==> src/rtl/irq_ctrl_8_pkg.sv <==
// Shared constants, FSM state encoding and channel helpers for the irq_ctrl_8 slice.
package irq_ctrl_8_pkg;

  localparam int IRQ_CHANNELS = 8;
  localparam int IRQ_ID_W     = 3;

  typedef enum logic [0:0] {
    ST_IDLE  = 1'b0,
    ST_OFFER = 1'b1
  } irq_state_e;

  // One-hot channel vector for a channel index.
  function automatic logic [IRQ_CHANNELS-1:0] id_to_onehot(input logic [IRQ_ID_W-1:0] id);
    id_to_onehot = 8'd1 << id;
  endfunction

endpackage

==> src/rtl/irq_ctrl_8_prio_enc.sv <==
// Combinational 8:3 encoder; the highest set index wins and a zero input yields index 0.
module prio_enc8_hi (
  input  logic [7:0] din,
  output logic [2:0] idx,
  output logic       nz
);

  // Highest-index priority select.
  always_comb begin
    idx = 3'd0;
    nz  = |din;
    casez (din)
      8'b1???????: idx = 3'd7;
      8'b01??????: idx = 3'd6;
      8'b001?????: idx = 3'd5;
      8'b0001????: idx = 3'd4;
      8'b00001???: idx = 3'd3;
      8'b000001??: idx = 3'd2;
      8'b0000001?: idx = 3'd1;
      8'b00000001: idx = 3'd0;
      default:     idx = 3'd0;
    endcase
  end

endmodule

==> src/rtl/irq_ctrl_8.sv <==
// 8-channel interrupt controller: pending capture, masking, priority select and a
// valid/ready vector offer that clears the pending bit only on a completed handshake.
module irq_ctrl_8
  import irq_ctrl_8_pkg::*;
#(
  parameter logic [7:0] MASK_RST  = 8'hFF,
  parameter bit         EDGE_MODE = 1'b1
) (
  input  logic       clk,
  input  logic       rst,
  input  logic [7:0] irq_in,
  input  logic       mask_we,
  input  logic [7:0] mask_wdata,
  output logic       vec_valid,
  output logic [2:0] vec_id,
  input  logic       vec_ready,
  output logic [7:0] pending,
  output logic       irq_any
);

  logic [IRQ_CHANNELS-1:0] irq_q_r;
  logic [IRQ_CHANNELS-1:0] pending_r;
  logic [IRQ_CHANNELS-1:0] mask_r;
  logic [IRQ_CHANNELS-1:0] set_vec_s;
  logic [IRQ_CHANNELS-1:0] clr_vec_s;
  logic [IRQ_CHANNELS-1:0] eligible_s;
  logic [IRQ_ID_W-1:0]     enc_idx_s;
  logic                    enc_nz_s;
  logic                    vec_valid_r;
  logic [IRQ_ID_W-1:0]     vec_id_r;
  irq_state_e              state_r;

  // Request qualification and handshake-driven clear; set wins over clear.
  always_comb begin
    if (EDGE_MODE) begin
      set_vec_s = irq_in & ~irq_q_r;
    end else begin
      set_vec_s = irq_in;
    end
    if (vec_valid_r && vec_ready) begin
      clr_vec_s = id_to_onehot(vec_id_r);
    end else begin
      clr_vec_s = 8'h00;
    end
    eligible_s = pending_r & ~mask_r;
  end

  prio_enc8_hi u_enc (
    .din (eligible_s),
    .idx (enc_idx_s),
    .nz  (enc_nz_s)
  );

  // Input history, pending and mask registers.
  always_ff @(posedge clk) begin
    if (rst) begin
      irq_q_r   <= 8'h00;
      pending_r <= 8'h00;
      mask_r    <= MASK_RST;
    end else begin
      irq_q_r   <= irq_in;
      pending_r <= (pending_r & ~clr_vec_s) | set_vec_s;
      if (mask_we) begin
        mask_r <= mask_wdata;
      end else begin
        mask_r <= mask_r;
      end
    end
  end

  // Offer FSM: an offer, once made, is held unchanged until the consumer takes it.
  always_ff @(posedge clk) begin
    if (rst) begin
      state_r     <= ST_IDLE;
      vec_valid_r <= 1'b0;
      vec_id_r    <= 3'd0;
    end else begin
      case (state_r)
        ST_IDLE: begin
          if (enc_nz_s) begin
            vec_id_r    <= enc_idx_s;
            vec_valid_r <= 1'b1;
            state_r     <= ST_OFFER;
          end else begin
            vec_valid_r <= 1'b0;
          end
        end
        ST_OFFER: begin
          if (vec_ready) begin
            vec_valid_r <= 1'b0;
            state_r     <= ST_IDLE;
          end else begin
            vec_valid_r <= 1'b1;
          end
        end
        default: begin
          state_r     <= ST_IDLE;
          vec_valid_r <= 1'b0;
          vec_id_r    <= 3'd0;
        end
      endcase
    end
  end

  assign vec_valid = vec_valid_r;
  assign vec_id    = vec_id_r;
  assign pending   = pending_r;
  assign irq_any   = |eligible_s;

endmodule

==> config.mk <==
export PLATFORM = sky130hd
export DESIGN_NAME = irq_ctrl_8
export DESIGN_NICKNAME = d
export VERILOG_FILES = /design/src/rtl/irq_ctrl_8_pkg.sv /design/src/rtl/irq_ctrl_8_prio_enc.sv /design/src/rtl/irq_ctrl_8.sv
export SDC_FILE = /design/constraint.sdc
export NUM_CORES = 1
export LEC_CHECK = 0
export ABC_AREA = 1
export ABC_CLOCK_PERIOD_IN_PS = 1200
export CAP_MARGIN = 20
export CORE_MARGIN = 1
export CORE_UTILIZATION = 41
export DETAILED_ROUTE_END_ITERATION = 7
export PLACE_DENSITY = 0.77
export SETUP_SLACK_MARGIN = 0.02
export SYNTH_ARGS = -nofsm -noshare
export SYNTH_HDL_FRONTEND = slang
export SYNTH_SLANG_ARGS = --single-unit
export TNS_END_PERCENT = 30
==> constraint.sdc <==
create_clock -name clk -period 1.2 [get_ports clk]
set_clock_uncertainty 0.15 [all_clocks]
set_input_delay 0.24 -clock clk [delete_from_list [all_inputs] [get_ports clk]]
set_output_delay 0.24 -clock clk [all_outputs]
set_load 0.05 [all_outputs]
==> flow_metrics.py <==
metrics = {
    "outcome": {
        "outcome": "finished, violations left",
        "failed_checks": "setup timing",
    },
    "global_routing": {
        "grt-ovfl-total": 0,
        "antenna_found_initial": 0,
        "grt_pass1_wl_um": 4600,
        "track_usage_pct": 22.5,
        "grt_pass1_vias": 1035,
        "grt_max_degree": 17,
    },
    "routing": {
        "wl_per_cell_um": 13.6,
        "drtAntennaViolNets": 0,
        "first_pass_iters": 4,
        "drt-initial-drc-count": 20,
        "wl_um": 3080,
        "via_per_inst": 4.71,
        "drc": 0,
        "vias": 1069,
    },
    "power": {
        "cellPowerDensity_nw_per_um2": 1280,
        "ir_worst_vdd_uv": 1400,
        "p_leak_nw": 0.915,
    },
    "yosys": {
        "ys_ff_latch": 28,
        "synth_top_area_share_pct": 49.8,
        "syn-num-nets": 163,
        "synth_top_family_by_area": "simple AND/OR/NAND/NOR gates",
        "yosys.area_share.xor_xnor_pct": 0,
        "syn_area_sq_um": 1130,
        "netlist_instances": 143,
        "synth_seq_area_share_pct": 49.8,
        "synthTopCellsByArea": "dfxtp_1 50%, inv_1 7.7%, nand2_1 7.3%, a21oi_1 5.3%, nor2_1 5.3%",
        "synth-simple-area-share_pct": 23.8,
        "synthAdderAreaFrac_pct": 0,
        "yosys.cell_types.count": 21,
        "yosys_warnings": 0,
        "synth_compound_area_share_pct": 17.0,
        "synth_mux_area_share_pct": 0,
        "syn_area_per_cell_sq_um": 7.87,
        "synth_area_leader_cell": "dfxtp_1",
    },
    "layout": {
        "drive_above_1_share_pct": 45.7,
        "final_area_sq_um": 1970,
        "fin_cells": 227,
        "diodes": 0,
        "layout-area-overhead-vs-synth_pct": 74.6,
        "nets": 218,
    },
    "die": {
        "die_h_um": 54.4,
        "initial_core_util_pct": 44.2,
        "rows": 18,
        "dieWidth_um": 54.4,
        "top_level_ports": 33,
        "core_sq_um": 2540,
        "dieArea_sq_um": 2960,
    },
    "worst_setup_path": {
        "crit_top_cell": "nand2_2",
        "path_delay_family": "flip-flops",
        "r2r.worst_path.cells": 9,
        "start_kind": "register",
        "path_class": "register to primary output",
        "slowest_stage": "dfxtp_2",
        "worstPathArrival_ns": 1.25,
        "max_stage_delay_ns": 0.37,
        "r2r_slack_ns": -0.29,
        "reg2reg_to": "state_r$_SDFF_PP0_",
        "worst_ep_required_time_ns": 0.81,
        "worstReg2RegStart": "mask_r[1]$_SDFFE_PP1P_",
        "cp_cell_sequence": "inv_2 > nand2_2 > nand2_2 > nor2_4 > nand2_8 > buf_12",
        "critPathMaxFanout": 2,
        "worstSetupEndpointType": "primary output",
        "crit_buf_inv": 2,
    },
    "clocking": {
        "clk_path_buf_depth": 2,
        "cts_buffers": 3,
        "clock_sinks": 28,
        "cts-root-buf": "clkbuf_4",
        "insertion_delay_ns": 0.34,
        "cts_tree": "built",
        "htree_levels": 1,
        "clk_pin_slew_worst_paths_ns": 0.15,
    },
    "placed_design": {
        "dp_hpwl_um": 2070,
        "place_ws_ns": -0.334,
        "gp_congestion": 0.829,
        "placed_area_sq_um": 1810,
        "port_buffers": 32,
        "dp_cells": 220,
    },
    "min_path": {
        "hold_path_end": "irq_q_r[0]$_SDFF_PP0_",
        "hp-class": "input port to register",
        "worstHoldStart": "irq_in[0]",
        "hold_depth": 3,
    },
    "timing": {
        "fin_crit_ns": 1.64,
        "worst_slew_margin_rel_pct": 81.6,
        "setup_viol": 17,
        "fin_crit_sh_pct": 137,
        "max_freq_ghz": 0.608,
        "hold_slack_ns": 0.276,
        "fin_ws_ns": -0.444,
        "worst_pin_slew_ns": 0.274,
        "rsz0062_at_grt": "yes",
        "hold_viol_final": 0,
        "slew_violations": 0,
    },
    "run": {
        "maxCapViolCount": 0,
    },
}
-- sequential cells by signal (all words and copies together) (netlist names) --
name,flops
irq_q_r,8
mask_r,8
pending,8
vec_id,3
state_r,1
-- Yosys cell counts, drive strengths merged --
master  instances
o22ai           3
o211ai          1
a21oi          15
nor3            1
o31ai           1
nor2           18
o21ai          11
nand3           5
dfxtp          28
buf             2
inv            23
clkbuf          1
a21boi          1
nand2          32
o32ai           1
-- power breakdown --
part,leakage (nW),switching [mW],internal (mW)
Combinational,0.649,0.401,0.406
Sequential,0.238,0.0739,1.01
Clock,0.0279,0.285,0.338
-- worst register-to-register path, cell delays in order (launching register included) --
cell	delay (ns)
dfxtp_2	0.37
inv_2	0.04
nand2_2	0.06
nand2_2	0.06
nor2_4	0.16
nand2_8	0.07
buf_4	0.14
buf_6	0.12
o211ai_1	0.17
inv_1	0.06
-- stage by stage --
stage                     setup TNS (ns)  utilization, %  total power [mW]
after global routing               -3.94            77.2              2.61
after global placement             -4.07            71.1              1.81
after CTS                          -2.80            75.5              2.47
after detailed placement           -4.60            71.1              1.82
after floorplan                   -0.449               -              1.44
final                              -3.12            77.2              2.51
-- worst max path at each step --
stage / start / end / slack, ns / depth (start not counted)
floorplan: pending[5]$_SDFF_PP0_ / state_r$_SDFF_PP0_ / -0.11 / 6
global placement: vec_ready / pending[3]$_SDFF_PP0_ / -0.26 / 4
detailed placement: vec_ready / pending[0]$_SDFF_PP0_ / -0.33 / 6
CTS: mask_r[3]$_SDFFE_PP1P_ / irq_any / -0.47 / 6
global route: mask_r[1]$_SDFFE_PP1P_ / irq_any / -0.51 / 6
finish: mask_r[1]$_SDFFE_PP1P_ / irq_any / -0.44 / 6
-- kinds of logic after synthesis --
logic type             after synthesis
AO/OA/AOI/OAI                       33
flip-flops                          28
buffers and inverters               26
AND/OR/NAND/NOR                     56
-- per-layer routing --
| layer | up-vias | share of wire, % | global-route usage, % |
|---|---|---|---|
| met2 | 23 | 53 | 39.2 |
| met5 | - | 0 | 0 |
| met1 | 479 | 42 | 25.3 |
| li1 | 563 | - | - |
| met4 | 0 | 0.91 | 7.69 |
| met3 | 4 | 4.6 | 7.50 |
-- cell usage in the layout, fill, tap and decap left out, drive strengths merged, types with 5 or more instances in the layout --
master and instances:
o21ai 11, nor2 18, nand2 32, inv 23
clkdlybuf4s50 19, dfxtp 28, a21oi 15, buf 34
nand3 5
-- what timing repair did --
item | 4_1_cts | 5_1_grt
buffers inserted | 2 | 1
resized for setup | 15 | 22
hold buffers | 0 | 0
pin swaps | 9 | 12
setup endpoints to repair | 18 | 22
-- layout make-up --
type / count / area [sq um]
repair buffers: 53 / 654
well taps: 30 / 37.5
clock buffers: 3 / 22.5
inverters: 23 / 86.3
flip-flops and latches: 28 / 616
clock inverters: 1 / 30.0
fillers: 176 / 579
multi-input cells: 89 / 519
(Power assumes the default switching activity.)
